<file path="config.mk">
export PLATFORM = sky130hd
export DESIGN_NAME = adder_client_flat
export DESIGN_NICKNAME = d
export VERILOG_FILES = /design/src/rtl/adder_regs_pkg.sv /design/src/rtl/adder_client_if.sv /design/src/rtl/adder_client.sv /design/src/flat_wrapper.sv
export SDC_FILE = /design/constraint.sdc
export NUM_CORES = 1
export LEC_CHECK = 0
export CAP_MARGIN = 10
export CORE_AREA = 2 2 110 138
export CTS_CLUSTER_SIZE = 8
export DETAILED_ROUTE_END_ITERATION = 10
export DIE_AREA = 0 0 112 140
export PLACE_DENSITY = 0.78
export REMOVE_ABC_BUFFERS = 1
export SLEW_MARGIN = 20
export SYNTH_ARGS = -nofsm -noshare
export SYNTH_HDL_FRONTEND = slang
export SYNTH_SLANG_ARGS = --single-unit
export TNS_END_PERCENT = 10
</file>
<file path="constraint.sdc">
create_clock -name m1_axi_aclk -period 2 [get_ports m1_axi_aclk]
set_clock_uncertainty 0.15 [all_clocks]
set_input_delay 0.5 -clock m1_axi_aclk [delete_from_list [all_inputs] [get_ports m1_axi_aclk]]
set_output_delay 0.5 -clock m1_axi_aclk [all_outputs]
set_load 0.01 [all_outputs]
</file>
<file path="src/rtl/adder_regs_pkg.sv">
// Register map, response codes, status encodings and FSM states shared by the
// adder peripheral and its AXI4-Lite client.
package adder_regs_pkg;

  localparam int unsigned ADDR_OPA = 32'h0;
  localparam int unsigned ADDR_OPB = 32'h4;
  localparam int unsigned ADDR_SUM = 32'h8;
  localparam int unsigned ADDR_OVF = 32'hC;

  localparam logic [1:0] RESP_OKAY   = 2'b00;
  localparam logic [1:0] RESP_SLVERR = 2'b10;

  localparam logic [1:0] ERR_OK      = 2'b00;
  localparam logic [1:0] ERR_RESP    = 2'b01;
  localparam logic [1:0] ERR_TIMEOUT = 2'b10;

  typedef enum logic [3:0] {
    S_IDLE,
    S_WR_A,
    S_WRESP_A,
    S_WR_B,
    S_WRESP_B,
    S_RD_SUM,
    S_RDATA_SUM,
    S_RD_OVF,
    S_RDATA_OVF,
    S_DONE
  } state_t;

  // States in which the handshake watchdog runs.
  function automatic logic is_active(state_t s);
    return (s != S_IDLE) && (s != S_DONE);
  endfunction

endpackage

</file>
<file path="src/rtl/adder_client_if.sv">
// AXI4-Lite bus between the adder client (master) and the adder peripheral (slave).
interface adder_client_if #(
  parameter int unsigned DATA_WIDTH = 32,
  parameter int unsigned ADDR_WIDTH = 8
);

  logic [ADDR_WIDTH-1:0]   awaddr;
  logic                    awvalid;
  logic                    awready;
  logic [DATA_WIDTH-1:0]   wdata;
  logic [DATA_WIDTH/8-1:0] wstrb;
  logic                    wvalid;
  logic                    wready;
  logic [1:0]              bresp;
  logic                    bvalid;
  logic                    bready;
  logic [ADDR_WIDTH-1:0]   araddr;
  logic                    arvalid;
  logic                    arready;
  logic [DATA_WIDTH-1:0]   rdata;
  logic [1:0]              rresp;
  logic                    rvalid;
  logic                    rready;

  modport master (
    output awaddr, awvalid, wdata, wstrb, wvalid, bready, araddr, arvalid, rready,
    input  awready, wready, bresp, bvalid, arready, rdata, rresp, rvalid
  );

  modport slave (
    input  awaddr, awvalid, wdata, wstrb, wvalid, bready, araddr, arvalid, rready,
    output awready, wready, bresp, bvalid, arready, rdata, rresp, rvalid
  );

endinterface

</file>
<file path="src/rtl/adder_client.sv">
// AXI4-Lite master running one add operation on the adder peripheral per start:
// write A, write B, read sum, read overflow, then report status to local logic.
module adder_client
  import adder_regs_pkg::*;
#(
  parameter int unsigned           DATA_WIDTH     = 32,
  parameter int unsigned           ADDR_WIDTH     = 8,
  parameter logic [ADDR_WIDTH-1:0] BASE_ADDR      = '0,
  parameter int unsigned           TIMEOUT_CYCLES = 256
) (
  input  logic                  m1_axi_aclk,
  input  logic                  m1_axi_areset,
  input  logic                  start,
  input  logic [DATA_WIDTH-1:0] op_a,
  input  logic [DATA_WIDTH-1:0] op_b,
  output logic                  busy,
  output logic                  done,
  output logic [DATA_WIDTH-1:0] sum,
  output logic                  overflow,
  output logic [1:0]            err,
  adder_client_if.master        m1_axi
);

  localparam int unsigned WD_WIDTH = $clog2(TIMEOUT_CYCLES + 2);
  localparam bit          WD_ON    = (TIMEOUT_CYCLES != 0);

  localparam logic [ADDR_WIDTH-1:0] A_OPA = BASE_ADDR + ADDR_WIDTH'(ADDR_OPA);
  localparam logic [ADDR_WIDTH-1:0] A_OPB = BASE_ADDR + ADDR_WIDTH'(ADDR_OPB);
  localparam logic [ADDR_WIDTH-1:0] A_SUM = BASE_ADDR + ADDR_WIDTH'(ADDR_SUM);
  localparam logic [ADDR_WIDTH-1:0] A_OVF = BASE_ADDR + ADDR_WIDTH'(ADDR_OVF);

  state_t                state_q, state_d;
  logic [ADDR_WIDTH-1:0] awaddr_q, awaddr_d, araddr_q, araddr_d;
  logic [DATA_WIDTH-1:0] wdata_q, wdata_d, opb_q, opb_d, sum_q, sum_d;
  logic                  awvalid_q, awvalid_d, wvalid_q, wvalid_d;
  logic                  bready_q, bready_d, arvalid_q, arvalid_d, rready_q, rready_d;
  logic                  ovf_q, ovf_d, done_q, done_d, busy_q, busy_d;
  logic [1:0]            err_q, err_d;
  logic [WD_WIDTH-1:0]   wd_q, wd_d, wd_inc;
  logic                  aw_ok, w_ok;

  // A write channel counts as complete once its valid is down or is being accepted now.
  assign aw_ok  = !awvalid_q || m1_axi.awready;
  assign w_ok   = !wvalid_q  || m1_axi.wready;
  assign wd_inc = wd_q + WD_WIDTH'(1);

  always_ff @(posedge m1_axi_aclk) begin
    if (m1_axi_areset) begin
      state_q   <= S_IDLE;
      awaddr_q  <= '0;
      araddr_q  <= '0;
      wdata_q   <= '0;
      opb_q     <= '0;
      sum_q     <= '0;
      awvalid_q <= 1'b0;
      wvalid_q  <= 1'b0;
      bready_q  <= 1'b0;
      arvalid_q <= 1'b0;
      rready_q  <= 1'b0;
      ovf_q     <= 1'b0;
      done_q    <= 1'b0;
      busy_q    <= 1'b0;
      err_q     <= ERR_OK;
      wd_q      <= '0;
    end else begin
      state_q   <= state_d;
      awaddr_q  <= awaddr_d;
      araddr_q  <= araddr_d;
      wdata_q   <= wdata_d;
      opb_q     <= opb_d;
      sum_q     <= sum_d;
      awvalid_q <= awvalid_d;
      wvalid_q  <= wvalid_d;
      bready_q  <= bready_d;
      arvalid_q <= arvalid_d;
      rready_q  <= rready_d;
      ovf_q     <= ovf_d;
      done_q    <= done_d;
      busy_q    <= busy_d;
      err_q     <= err_d;
      wd_q      <= wd_d;
    end
  end

  // Next-state logic; every output register is loaded with the value for the next cycle.
  always_comb begin
    state_d   = state_q;
    awaddr_d  = awaddr_q;
    araddr_d  = araddr_q;
    wdata_d   = wdata_q;
    opb_d     = opb_q;
    sum_d     = sum_q;
    awvalid_d = awvalid_q;
    wvalid_d  = wvalid_q;
    bready_d  = bready_q;
    arvalid_d = arvalid_q;
    rready_d  = rready_q;
    ovf_d     = ovf_q;
    done_d    = 1'b0;
    busy_d    = busy_q;
    err_d     = err_q;
    wd_d      = wd_q;

    unique case (state_q)
      S_IDLE: begin
        if (start) begin
          state_d   = S_WR_A;
          busy_d    = 1'b1;
          err_d     = ERR_OK;
          opb_d     = op_b;
          awaddr_d  = A_OPA;
          wdata_d   = op_a;
          awvalid_d = 1'b1;
          wvalid_d  = 1'b1;
        end
      end
      S_WR_A, S_WR_B: begin
        if (awvalid_q && m1_axi.awready) awvalid_d = 1'b0;
        if (wvalid_q && m1_axi.wready)   wvalid_d  = 1'b0;
        if (aw_ok && w_ok) begin
          state_d  = (state_q == S_WR_A) ? S_WRESP_A : S_WRESP_B;
          bready_d = 1'b1;
        end
      end
      S_WRESP_A, S_WRESP_B: begin
        if (m1_axi.bvalid) begin
          bready_d = 1'b0;
          if (m1_axi.bresp != RESP_OKAY) begin
            err_d   = ERR_RESP;
            state_d = S_DONE;
            done_d  = 1'b1;
          end else if (state_q == S_WRESP_A) begin
            state_d   = S_WR_B;
            awaddr_d  = A_OPB;
            wdata_d   = opb_q;
            awvalid_d = 1'b1;
            wvalid_d  = 1'b1;
          end else begin
            state_d   = S_RD_SUM;
            araddr_d  = A_SUM;
            arvalid_d = 1'b1;
          end
        end
      end
      S_RD_SUM, S_RD_OVF: begin
        if (m1_axi.arready) begin
          arvalid_d = 1'b0;
          rready_d  = 1'b1;
          state_d   = (state_q == S_RD_SUM) ? S_RDATA_SUM : S_RDATA_OVF;
        end
      end
      S_RDATA_SUM, S_RDATA_OVF: begin
        if (m1_axi.rvalid) begin
          rready_d = 1'b0;
          if (m1_axi.rresp != RESP_OKAY) begin
            err_d   = ERR_RESP;
            state_d = S_DONE;
            done_d  = 1'b1;
          end else if (state_q == S_RDATA_SUM) begin
            sum_d     = m1_axi.rdata;
            state_d   = S_RD_OVF;
            araddr_d  = A_OVF;
            arvalid_d = 1'b1;
          end else begin
            ovf_d   = m1_axi.rdata[0];
            state_d = S_DONE;
            done_d  = 1'b1;
          end
        end
      end
      S_DONE: begin
        state_d = S_IDLE;
        busy_d  = 1'b0;
      end
      default: state_d = S_IDLE;
    endcase

    // Watchdog: a stalled handshake abandons the operation with a timeout status.
    if (WD_ON && is_active(state_q) && (state_d == state_q) &&
        (wd_inc == WD_WIDTH'(TIMEOUT_CYCLES))) begin
      state_d   = S_DONE;
      done_d    = 1'b1;
      err_d     = ERR_TIMEOUT;
      awvalid_d = 1'b0;
      wvalid_d  = 1'b0;
      bready_d  = 1'b0;
      arvalid_d = 1'b0;
      rready_d  = 1'b0;
    end

    if (state_d != state_q)   wd_d = '0;
    else if (is_active(state_q)) wd_d = wd_inc;
  end

  assign m1_axi.awaddr  = awaddr_q;
  assign m1_axi.awvalid = awvalid_q;
  assign m1_axi.wdata   = wdata_q;
  assign m1_axi.wstrb   = '1;
  assign m1_axi.wvalid  = wvalid_q;
  assign m1_axi.bready  = bready_q;
  assign m1_axi.araddr  = araddr_q;
  assign m1_axi.arvalid = arvalid_q;
  assign m1_axi.rready  = rready_q;

  assign busy     = busy_q;
  assign done     = done_q;
  assign sum      = sum_q;
  assign overflow = ovf_q;
  assign err      = err_q;

endmodule

</file>
<file path="src/flat_wrapper.sv">
// flat-port wrapper written by rule: the top's interface ports become plain ports
module adder_client_flat import adder_regs_pkg::*;
#(
  parameter int unsigned           DATA_WIDTH     = 32,
  parameter int unsigned           ADDR_WIDTH     = 8,
  parameter logic [ADDR_WIDTH-1:0] BASE_ADDR      = '0,
  parameter int unsigned           TIMEOUT_CYCLES = 256
)
  (m1_axi_aclk, m1_axi_areset, start, op_a, op_b, busy, done, sum, overflow, err, m1_axi_awaddr, m1_axi_awvalid, m1_axi_wdata, m1_axi_wstrb, m1_axi_wvalid, m1_axi_bready, m1_axi_araddr, m1_axi_arvalid, m1_axi_rready, m1_axi_awready, m1_axi_wready, m1_axi_bresp, m1_axi_bvalid, m1_axi_arready, m1_axi_rdata, m1_axi_rresp, m1_axi_rvalid);
  adder_client_if #(.DATA_WIDTH(DATA_WIDTH), .ADDR_WIDTH(ADDR_WIDTH)) m1_axi_i ();
  input  logic m1_axi_aclk;
  input  logic m1_axi_areset;
  input  logic start;
  input  logic [DATA_WIDTH-1:0] op_a;
  input  logic [DATA_WIDTH-1:0] op_b;
  output logic busy;
  output logic done;
  output logic [DATA_WIDTH-1:0] sum;
  output logic overflow;
  output logic [1:0] err;
  output wire logic [$bits(m1_axi_i.awaddr)-1:0] m1_axi_awaddr;
  output wire logic [$bits(m1_axi_i.awvalid)-1:0] m1_axi_awvalid;
  output wire logic [$bits(m1_axi_i.wdata)-1:0] m1_axi_wdata;
  output wire logic [$bits(m1_axi_i.wstrb)-1:0] m1_axi_wstrb;
  output wire logic [$bits(m1_axi_i.wvalid)-1:0] m1_axi_wvalid;
  output wire logic [$bits(m1_axi_i.bready)-1:0] m1_axi_bready;
  output wire logic [$bits(m1_axi_i.araddr)-1:0] m1_axi_araddr;
  output wire logic [$bits(m1_axi_i.arvalid)-1:0] m1_axi_arvalid;
  output wire logic [$bits(m1_axi_i.rready)-1:0] m1_axi_rready;
  input wire logic [$bits(m1_axi_i.awready)-1:0] m1_axi_awready;
  input wire logic [$bits(m1_axi_i.wready)-1:0] m1_axi_wready;
  input wire logic [$bits(m1_axi_i.bresp)-1:0] m1_axi_bresp;
  input wire logic [$bits(m1_axi_i.bvalid)-1:0] m1_axi_bvalid;
  input wire logic [$bits(m1_axi_i.arready)-1:0] m1_axi_arready;
  input wire logic [$bits(m1_axi_i.rdata)-1:0] m1_axi_rdata;
  input wire logic [$bits(m1_axi_i.rresp)-1:0] m1_axi_rresp;
  input wire logic [$bits(m1_axi_i.rvalid)-1:0] m1_axi_rvalid;
  assign m1_axi_awaddr = m1_axi_i.awaddr;
  assign m1_axi_awvalid = m1_axi_i.awvalid;
  assign m1_axi_wdata = m1_axi_i.wdata;
  assign m1_axi_wstrb = m1_axi_i.wstrb;
  assign m1_axi_wvalid = m1_axi_i.wvalid;
  assign m1_axi_bready = m1_axi_i.bready;
  assign m1_axi_araddr = m1_axi_i.araddr;
  assign m1_axi_arvalid = m1_axi_i.arvalid;
  assign m1_axi_rready = m1_axi_i.rready;
  assign m1_axi_i.awready = m1_axi_awready;
  assign m1_axi_i.wready = m1_axi_wready;
  assign m1_axi_i.bresp = m1_axi_bresp;
  assign m1_axi_i.bvalid = m1_axi_bvalid;
  assign m1_axi_i.arready = m1_axi_arready;
  assign m1_axi_i.rdata = m1_axi_rdata;
  assign m1_axi_i.rresp = m1_axi_rresp;
  assign m1_axi_i.rvalid = m1_axi_rvalid;
  adder_client #(.DATA_WIDTH(DATA_WIDTH), .ADDR_WIDTH(ADDR_WIDTH), .BASE_ADDR(BASE_ADDR), .TIMEOUT_CYCLES(TIMEOUT_CYCLES)) u_core (.m1_axi_aclk(m1_axi_aclk), .m1_axi_areset(m1_axi_areset), .start(start), .op_a(op_a), .op_b(op_b), .busy(busy), .done(done), .sum(sum), .overflow(overflow), .err(err), .m1_axi(m1_axi_i));
endmodule
</file>
# Word-level counts from Yosys, hierarchy flattened
# Cells that the tools add are included.
[op_classes]
mux = 67
eq_ne = 32
bitwise_logic = 2
reduce_logical = 42
add_sub_neg = 1
[op_table]
columns = ["op", "count"]
rows = [
  ["2-to-1 mux 32 bit", 4],
  ["2-to-1 mux 8 bit", 10],
  ["one-hot mux 32 bit (2 select lines)", 1],
  ["2-to-1 mux 4 bit", 10],
  ["one-hot mux 8 bit (2 select lines)", 2],
  ["AND reduction 6 bit", 4],
  ["2-to-1 mux 1 bit", 23],
  ["one-hot mux 4 bit (5 select lines)", 1],
  ["== test 4 x 3 -> 1 bit (second input constant)", 4],
  ["!= test 2 x 1 -> 1 bit (second input constant)", 7],
  ["!= test 2 bit (second input constant)", 7],
  ["nonzero test 2 bit", 7],
  ["2-to-1 mux 2 bit", 6],
  ["OR reduction 2 bit", 6],
  ["adder 9 x 1 -> 9 bit (second input constant)", 1],
  ["== test 9 bit (second input constant)", 1],
  ["!= test 3 x 2 -> 1 bit (second input constant)", 3],
  ["one-hot mux 1 bit (3 select lines)", 3],
  ["nonzero test 3 bit", 3],
  ["== test 4 x 2 -> 1 bit (second input constant)", 2],
  ["== test 4 bit (second input constant)", 2],
  ["one-hot mux 1 bit (2 select lines)", 4],
  ["AND reduction 4 bit", 2],
  ["AND reduction 8 bit", 1],
  ["other kinds (17)", 30],
]
[totals]
output_inout_bits = 94
register_bits = 135
in_bits = 108

# Logic depth before layout (Yosys ltp)
# Gate-level depths: netlist of run 1.
[depth]
depth_word = 11
depth_mapped = 8

# Least setup slack after synthesis of run 1
# OpenSTA, ideal clock, no wires.
[synth_path]
kind = "reg2reg"
from = "reg u_core.wd_q[0]"
to = "reg u_core.state_q[3]"
path_stages_with_launch = 8
t_arrival_ps = 1875
path_slack_ps = -83
cell_sequence = "dfxtp_1 ha_1 xnor2_1 or4b_1 o21ai_2 and4b_4 buf_8 o211a_1"
[synth_between]
elab_chain_cells = 4
[synth_lines]
columns = ["element", "line", "text"]
rows = [
  ["start, declared", "adder_client.sv:39", "logic [WD_WIDTH-1:0] wd_q, wd_d, wd_inc;"],
  ["start signal, assigned", "adder_client.sv:81", "wd_q <= wd_d;"],
  ["adder 9 x 1 -> 9 bit", "adder_client.sv:45", "assign wd_inc = wd_q + WD_WIDTH'(1);"],
  ["== test 9 bit", "adder_client.sv:180", "(wd_inc == WD_WIDTH'(TIMEOUT_CYCLES))) begin"],
  ["logical AND 1 bit", "adder_client.sv:179", "if (WD_ON && is_active(state_q) && (state_d == state_q) &&"],
  ["2-to-1 mux 4 bit", "adder_client.sv:179", ""],
  ["end signal, assigned", "adder_client.sv:66", "state_q <= state_d;"],
  ["end, declared", "adder_client.sv:32", "state_t state_q, state_d;"],
]
# No other way between the ends.
# A chain may end at the register's enable or synchronous reset.

# Final worst setup path of run 1
[layout_path]
from = "reg u_core.state_q[0]"
to = "reg u_core.state_q[0]"
[layout_between]
elab_chain_cells = 9
[layout_lines]
columns = ["element", "line", "text"]
rows = [
  ["== test 4 x 3 -> 1 bit / == test 4 x 2 -> 1 bit (equally long branches)", "adder_client.sv:104, adder_client.sv:159, adder_client.sv:132", ""],
  ["2-to-1 mux 4 bit / 2-to-1 mux 3 bit (equally long branches)", "adder_client.sv:159, adder_client.sv:132", ""],
  ["2-to-1 mux 4 bit, on equally long branches", "adder_client.sv:155, adder_client.sv:128", ""],
  ["2-to-1 mux 4 bit, on equally long branches", "adder_client.sv:153, adder_client.sv:126", ""],
  ["one-hot mux 4 bit (5 select lines)", "adder_client.sv:104", "unique case (state_q)"],
  ["== test 4 bit", "adder_client.sv:179", ""],
  ["logical AND 1 bit (2 in series)", "adder_client.sv:179", ""],
  ["2-to-1 mux 4 bit (*)", "adder_client.sv:179", ""],
]
# Mark *: on every way between the ends. The rest lies on a longest branch, timed or not.

==> flow_summary.ini, run 1 <==
[floorplanning]
placeableCoreArea_mm2 = 0.0143
die_h_um = 140
dieArea_mm2 = 0.0157
rows = 49
pin_count = 202
dieWidth_um = 112
start_util_pct = 40.3

[finish]
seq_area_mm2 = 0.00245
fin_nets = 1056
fin_util_pct = 65.5
diodes = 0
fillers = 1100
syn2layout_area_growth_pct = 62.4
drive_above_1_share_pct = 23.0
layout.cells.non_filler = 1137
multi_input_area_mm2 = 0.00311

[sta]
rsz0062_at_grt = yes
hold_viol_final = 0
fmax_mhz = 474
setup_viol = 21
drv_slew = 0
slew_headroom_pct = 63.3
setup_ws_ps = -111
min_period_over_period_pct = 106
holdWs_ps = 249
min_period_ps = 2110
worst_slew_pin_slew_ps = 550

[clock_network]
clk_path_buf_depth = 2
htree_levels = 4
postCtsHoldBufs = 0
cts_root_buf = clkbuf_16
cts_tree = done
numCtsBuffers = 17
clock-sinks = 122
clk_latency_ps = 410
clk_pin_slew_worst_paths_ps = 60

[global_route]
grt-ovfl-total = 0
grt_pass1_wl_um = 30100
grt_use_total_pct = 23.9
grt_max_degree = 64
grt_pass1_vias = 5970
antenna_found_initial = 0

[pwr]
p_per_area_mw_per_mm2 = 869
power_frac_seq_pct = 33.2
combPwrFrac_pct = 24.0
p_leak_nw = 3.61
fin_total_pwr_mw = 8.16
peakVddDrop_uv = 551
p_int_mw = 5.98
clkPwrFrac_pct = 42.8
sw_frac_of_total_pct = 26.7
power_switching_mw = 2.18

[setup_path]
required_ps = 2160
path_class = reg2reg
startpoint_type = flop
reg2reg_slack_ps = -110
endpoint_kind = flop
worst-path-max-fanout = 8
cp.arrival_ps = 2270

[synthesis]
post_synth_inst_count = 691
synth-seq-cells = 122
synth_top_family_by_area = simple AND/OR/NAND/NOR gates
synth.yosys.seq_area_share_pct = 42.2
synth_edf_count = 0
synth_compound_area_share_pct = 22.7
synth_flop_cell = dfxtp_1
synth_commonest_cells = 206 x nand2_1, 122 x dfxtp_1, 72 x a21oi_1
synthDistinctLibCells = 71
synthTopCellsByArea = dfxtp_1 42%, nand2_1 13%, a311oi_2 8.3%
synthXorXnorAreaFrac_pct = 1.97
synthMuxAreaShare_pct = 0.519
yosysWarnings = 0
synth_top_area_share_pct = 42.2
yosysTopAreaCell = dfxtp_1
async_flop_share_pct = 0
synth.avg_cell_area_um2 = 8.37
synthAdderAreaFrac_pct = 0.432
synthSimpleGateAreaFrac_pct = 24.1
synth.most_common_cell = nand2_1
syn_area_mm2 = 0.00579

[detailed_routing]
drt_pre_antenna_iters = 5
wl_per_cell_um = 17.1
via_per_inst = 5.27
wl_um = 19500
drt-initial-drc-count = 415
vias = 5990
drtAntennaViolNets = 0
drc = 0

[run_status]
status = finished, violations left
violations = negative setup slack

[job]
cap_violations = 0

[min_path]
hold_path.class = in2reg

[placed_design]
portBuffers = 184
dp_hpwl_um = 11800
dp_cells = 1087
gp_congestion = 0.908
-- flip-flops by register name (all words and copies together), names as in the netlist, 2 cells and up --
| signal | count |
|---|---|
| u_core.wd_q | 9 |
| u_core.err | 2 |
| u_core.m1_axi.araddr | 2 |
| u_core.m1_axi.wdata | 32 |
| u_core.state_q | 4 |
| u_core.opb_q | 32 |
| u_core.sum | 32 |
-- layer usage --
metal  share of wire [%]  wire, um  global-route usage, %
met3                 5.3      1030                   4.80
met4                 3.7       714                   12.1
met1                  39      7680                   27.3
met2                  52     10000                   42.1
met5                   0         0                      0
-- power groups by stage --
stage / Clock, mW / Sequential [mW] / Combinational [mW]
detailed placement: 0 / 2.75 / 1.67
finish: 3.49 / 2.71 / 1.96
CTS: 3.54 / 2.71 / 1.90
global placement: 0 / 2.75 / 1.63
floorplan: 0 / 2.82 / 0.659
global route: 3.65 / 2.73 / 2.08
-- through the flow --
stage	setup slack [ps]	area (um^2)	setup TNS, ps
5_1_grt	-209	9400	-4460
3_3_place_gp	-632	8250	-41770
6_report	-111	9400	-1180
4_1_cts	-66.0	9260	-526
2_1_floorplan	-1360	5410	-71490
3_5_place_dp	-742	8250	-45580
-- final timing paths --
kind                                              startpoint                      endpoint  cells after the start
worst max-delay path            u_core.state_q[0]$_SDFF_PP0_  u_core.state_q[0]$_SDFF_PP0_                      7
worst min-delay path                           m1_axi_areset    u_core.sum[3]$_SDFFE_PP0P_                      2
worst max register to register  u_core.state_q[0]$_SDFF_PP0_  u_core.state_q[0]$_SDFF_PP0_                      7
worst min register to register   u_core.sum[12]$_SDFFE_PP0P_   u_core.sum[12]$_SDFFE_PP0P_                      2
-- cell type report --
| class | count | area share, % |
|---|---|---|
| clock buffer | 19 | 4.61 |
| inverter | 8 | 0.319 |
| timing repair buffer | 288 | 31.1 |
| multi-input combinational | 509 | 33.0 |
| sequential | 122 | 26.1 |
| clock inverter | 13 | 2.56 |
| tap | 178 | 2.37 |
-- critical path, cell delays in order, from the launching register on --
cell,delay [ps]
dfxtp_1,390
buf_4,200
nor2b_1,290
a32oi_2,190
nand4_1,250
buf_4,160
o211ai_1,130
o21ai_0,250
-- cell families after synthesis --
group                    count (synthesis)
multiplexers                             3
adder cells (fa/ha/maj)                  2
AO/OA/AOI/OAI                          156
other                                    2
buffers and inverters                   76
flip-flops                             122
XOR/XNOR                                13
AND/OR/NAND/NOR                        317
-- cells in the final DEF, fill, tap and decap left out, types with 7 or more instances in the layout --
cell and n:
nor2_2 7, inv_1 8, conb_1 17, a311oi_2 32, nand2_1 206, buf_6 8, a21oi_1 72, buf_12 11
buf_4 80, clkbuf_16 17, clkdlybuf4s50_1 173, nor3_1 7, nor2_1 48, dfxtp_1 119, o21ai_0 8
-- what timing repair did --
| item | 4_1_cts | 5_1_grt |
|---|---|---|
| gates resized for setup | 38 | 30 |
| pin swaps | 31 | 17 |
| buffers inserted | 6 | 5 |
| setup endpoints to repair | 54 | 114 |
| hold endpoints to repair | 0 | 0 |
| gates cloned | 7 | 0 |
Power figures use the tool's default switching activity.
==> inputs of run 2 (changes only) <==
- CORE_AREA: 2 2 110 138 -> 2 2 122 124
- DIE_AREA: 0 0 112 140 -> 0 0 124 126
==> flow_summary.ini, run 2 (same netlist as run 1, synthesis figures left out) <==
[detailed_routing]
vias = 5890
drtAntennaViolNets = 0
wl_per_cell_um = 15.9
drt_pre_antenna_iters = 5
via_per_inst = 5.08
drc = 0
wl_um = 18400
drt-initial-drc-count = 407

[finish]
fin_nets = 1072
final_common_cell = nand2_1
finalInstanceArea_mm2 = 0.00946
syn2layout_area_growth_pct = 63.5
final_cell_mix = 206 x nand2_1, 161 x clkdlybuf4s50_1, 117 x dfxtp_1
diodes = 0
drive_above_1_share_pct = 24.7

[pwr]
p_leak_nw = 3.78
peakVddDrop_uv = 586
p_per_area_mw_per_mm2 = 806
fin_total_pwr_mw = 7.63

[sta]
holdWs_ps = 175
drv_slew = 0
setup_viol = 13
slew_headroom_pct = 66.2
rsz0062_at_grt = yes
min_period_over_period_pct = 105
min_period_ps = 2100
fmax_mhz = 477
hold_viol_final = 0
worst_slew_pin_slew_ps = 502
setup_ws_ps = -98.0

[clock_network]
numCtsBuffers = 17
cts_root_buf = clkbuf_16
cts_tree = done
clk_pin_slew_worst_paths_ps = 60
postCtsHoldBufs = 0
clk_path_buf_depth = 2
clock-sinks = 122
htree_levels = 4
clk_latency_ps = 420

[setup_path]
cp.arrival_ps = 2250
endpoint = u_core.m1_axi.rready$_SDFFE_PP0P_
path_class = reg2reg
path_buf_inv = 1
crit_path_cell_trace = ha_4 -> buf_4 -> xnor2_1 -> or4b_1 -> o21ai_2 -> and4b_2 -> a221oi_2
rr_worst_depth = 7
slowest_stage = or4b_1
critPathTopFamily = simple AND/OR/NAND/NOR gates
startpoint_type = flop
max_stage_delay_ps = 520
cp.depth = 7
required_ps = 2150
crit_start = u_core.wd_q[1]$_SDFFE_PP0P_
endpoint_kind = flop
r2r_end = u_core.m1_axi.rready$_SDFFE_PP0P_
worst-path-max-fanout = 6
reg2reg_slack_ps = -100
r2r-start = u_core.wd_q[1]$_SDFFE_PP0P_

[floorplanning]
start_util_pct = 40.4
dieWidth_um = 124
die_h_um = 126
rows = 44
placeableCoreArea_mm2 = 0.0143
pin_count = 202
dieArea_mm2 = 0.0156

[min_path]
hold_path.class = in2reg

[global_route]
grt-ovfl-total = 0
grt_max_degree = 60
grt_pass1_wl_um = 28500
grt_pass1_vias = 5602
antenna_found_initial = 0
grt_use_total_pct = 23.6

[placed_design]
dp_hpwl_um = 12100
gp_congestion = 0.915
place_area_mm2 = 0.00839
portBuffers = 184

[job]
cap_violations = 0

[run_status]
status = finished, violations left
violations = negative setup slack
==> run 2: worst min path at each step <==
stage | cells after the start | startpoint | end | slack, ps
floorplan | 2 | u_core.opb_q[0]$_SDFFE_PP0P_ | u_core.opb_q[0]$_SDFFE_PP0P_ | 280
detailed placement | 2 | u_core.m1_axi.araddr[3]$_SDFFE_PP0P_ | u_core.m1_axi.araddr[3]$_SDFFE_PP0P_ | 290
finish | 2 | m1_axi_areset | u_core.m1_axi.arvalid$_SDFFE_PP0P_ | 170
global placement | 2 | u_core.m1_axi.araddr[3]$_SDFFE_PP0P_ | u_core.m1_axi.araddr[3]$_SDFFE_PP0P_ | 280
CTS | 2 | m1_axi_areset | u_core.m1_axi.arvalid$_SDFFE_PP0P_ | 170
global route | 2 | m1_axi_areset | u_core.m1_axi.arvalid$_SDFFE_PP0P_ | 180
==> run 2: per-stage QoR <==
| stage | utilization (%) | setup slack, ps | TNS [ps] | cells |
|---|---|---|---|---|
| finish | 66.1 | -98.0 | -949 | 1159 |
| global route | 66.1 | -135 | -1850 | 1159 |
| CTS | 64.9 | -80.3 | -350 | 1156 |
| detailed placement | 58.6 | -757 | -47690 | 1108 |
| global placement | 58.6 | -649 | -43930 | 1108 |
| floorplan | - | -1360 | -71490 | 638 |
==> run 2: layer usage <==
metal	routed length (um)	up-vias	GRT usage [%]
li1	-	2889	-
met1	7610	2773	28.4
met4	465	0	9.39
met2	9280	186	40.1
met3	1070	42	5.71
met5	0	-	0
==> run 2: area by class of cell <==
type	instances	area [um^2]
Clock buffer	17	425
Clock inverter	15	141
Fill cell	1143	4850
Inverter	8	30.0
Multi-Input combinational cell	509	3140
Sequential cell	122	2450
Tap cell	184	230
Timing Repair Buffer	304	3050
==> run 2: power breakdown <==
group | total [mW] | internal [mW] | leakage [nW] | switching (mW)
combinational | 1.96 | 1.05 | 2.51 | 0.910
clock | 2.95 | 1.73 | 0.270 | 1.22
sequential | 2.72 | 2.61 | 0.999 | 0.104
total | 7.63 | 5.39 | 3.78 | 2.24
==> run 2: repair_timing <==
item | in CTS | in global routing
setup buffers | 11 | 3
setup endpoints to repair | 57 | 114
cloned | 6 | 0
pin swaps | 20 | 20
resized for setup | 42 | 44
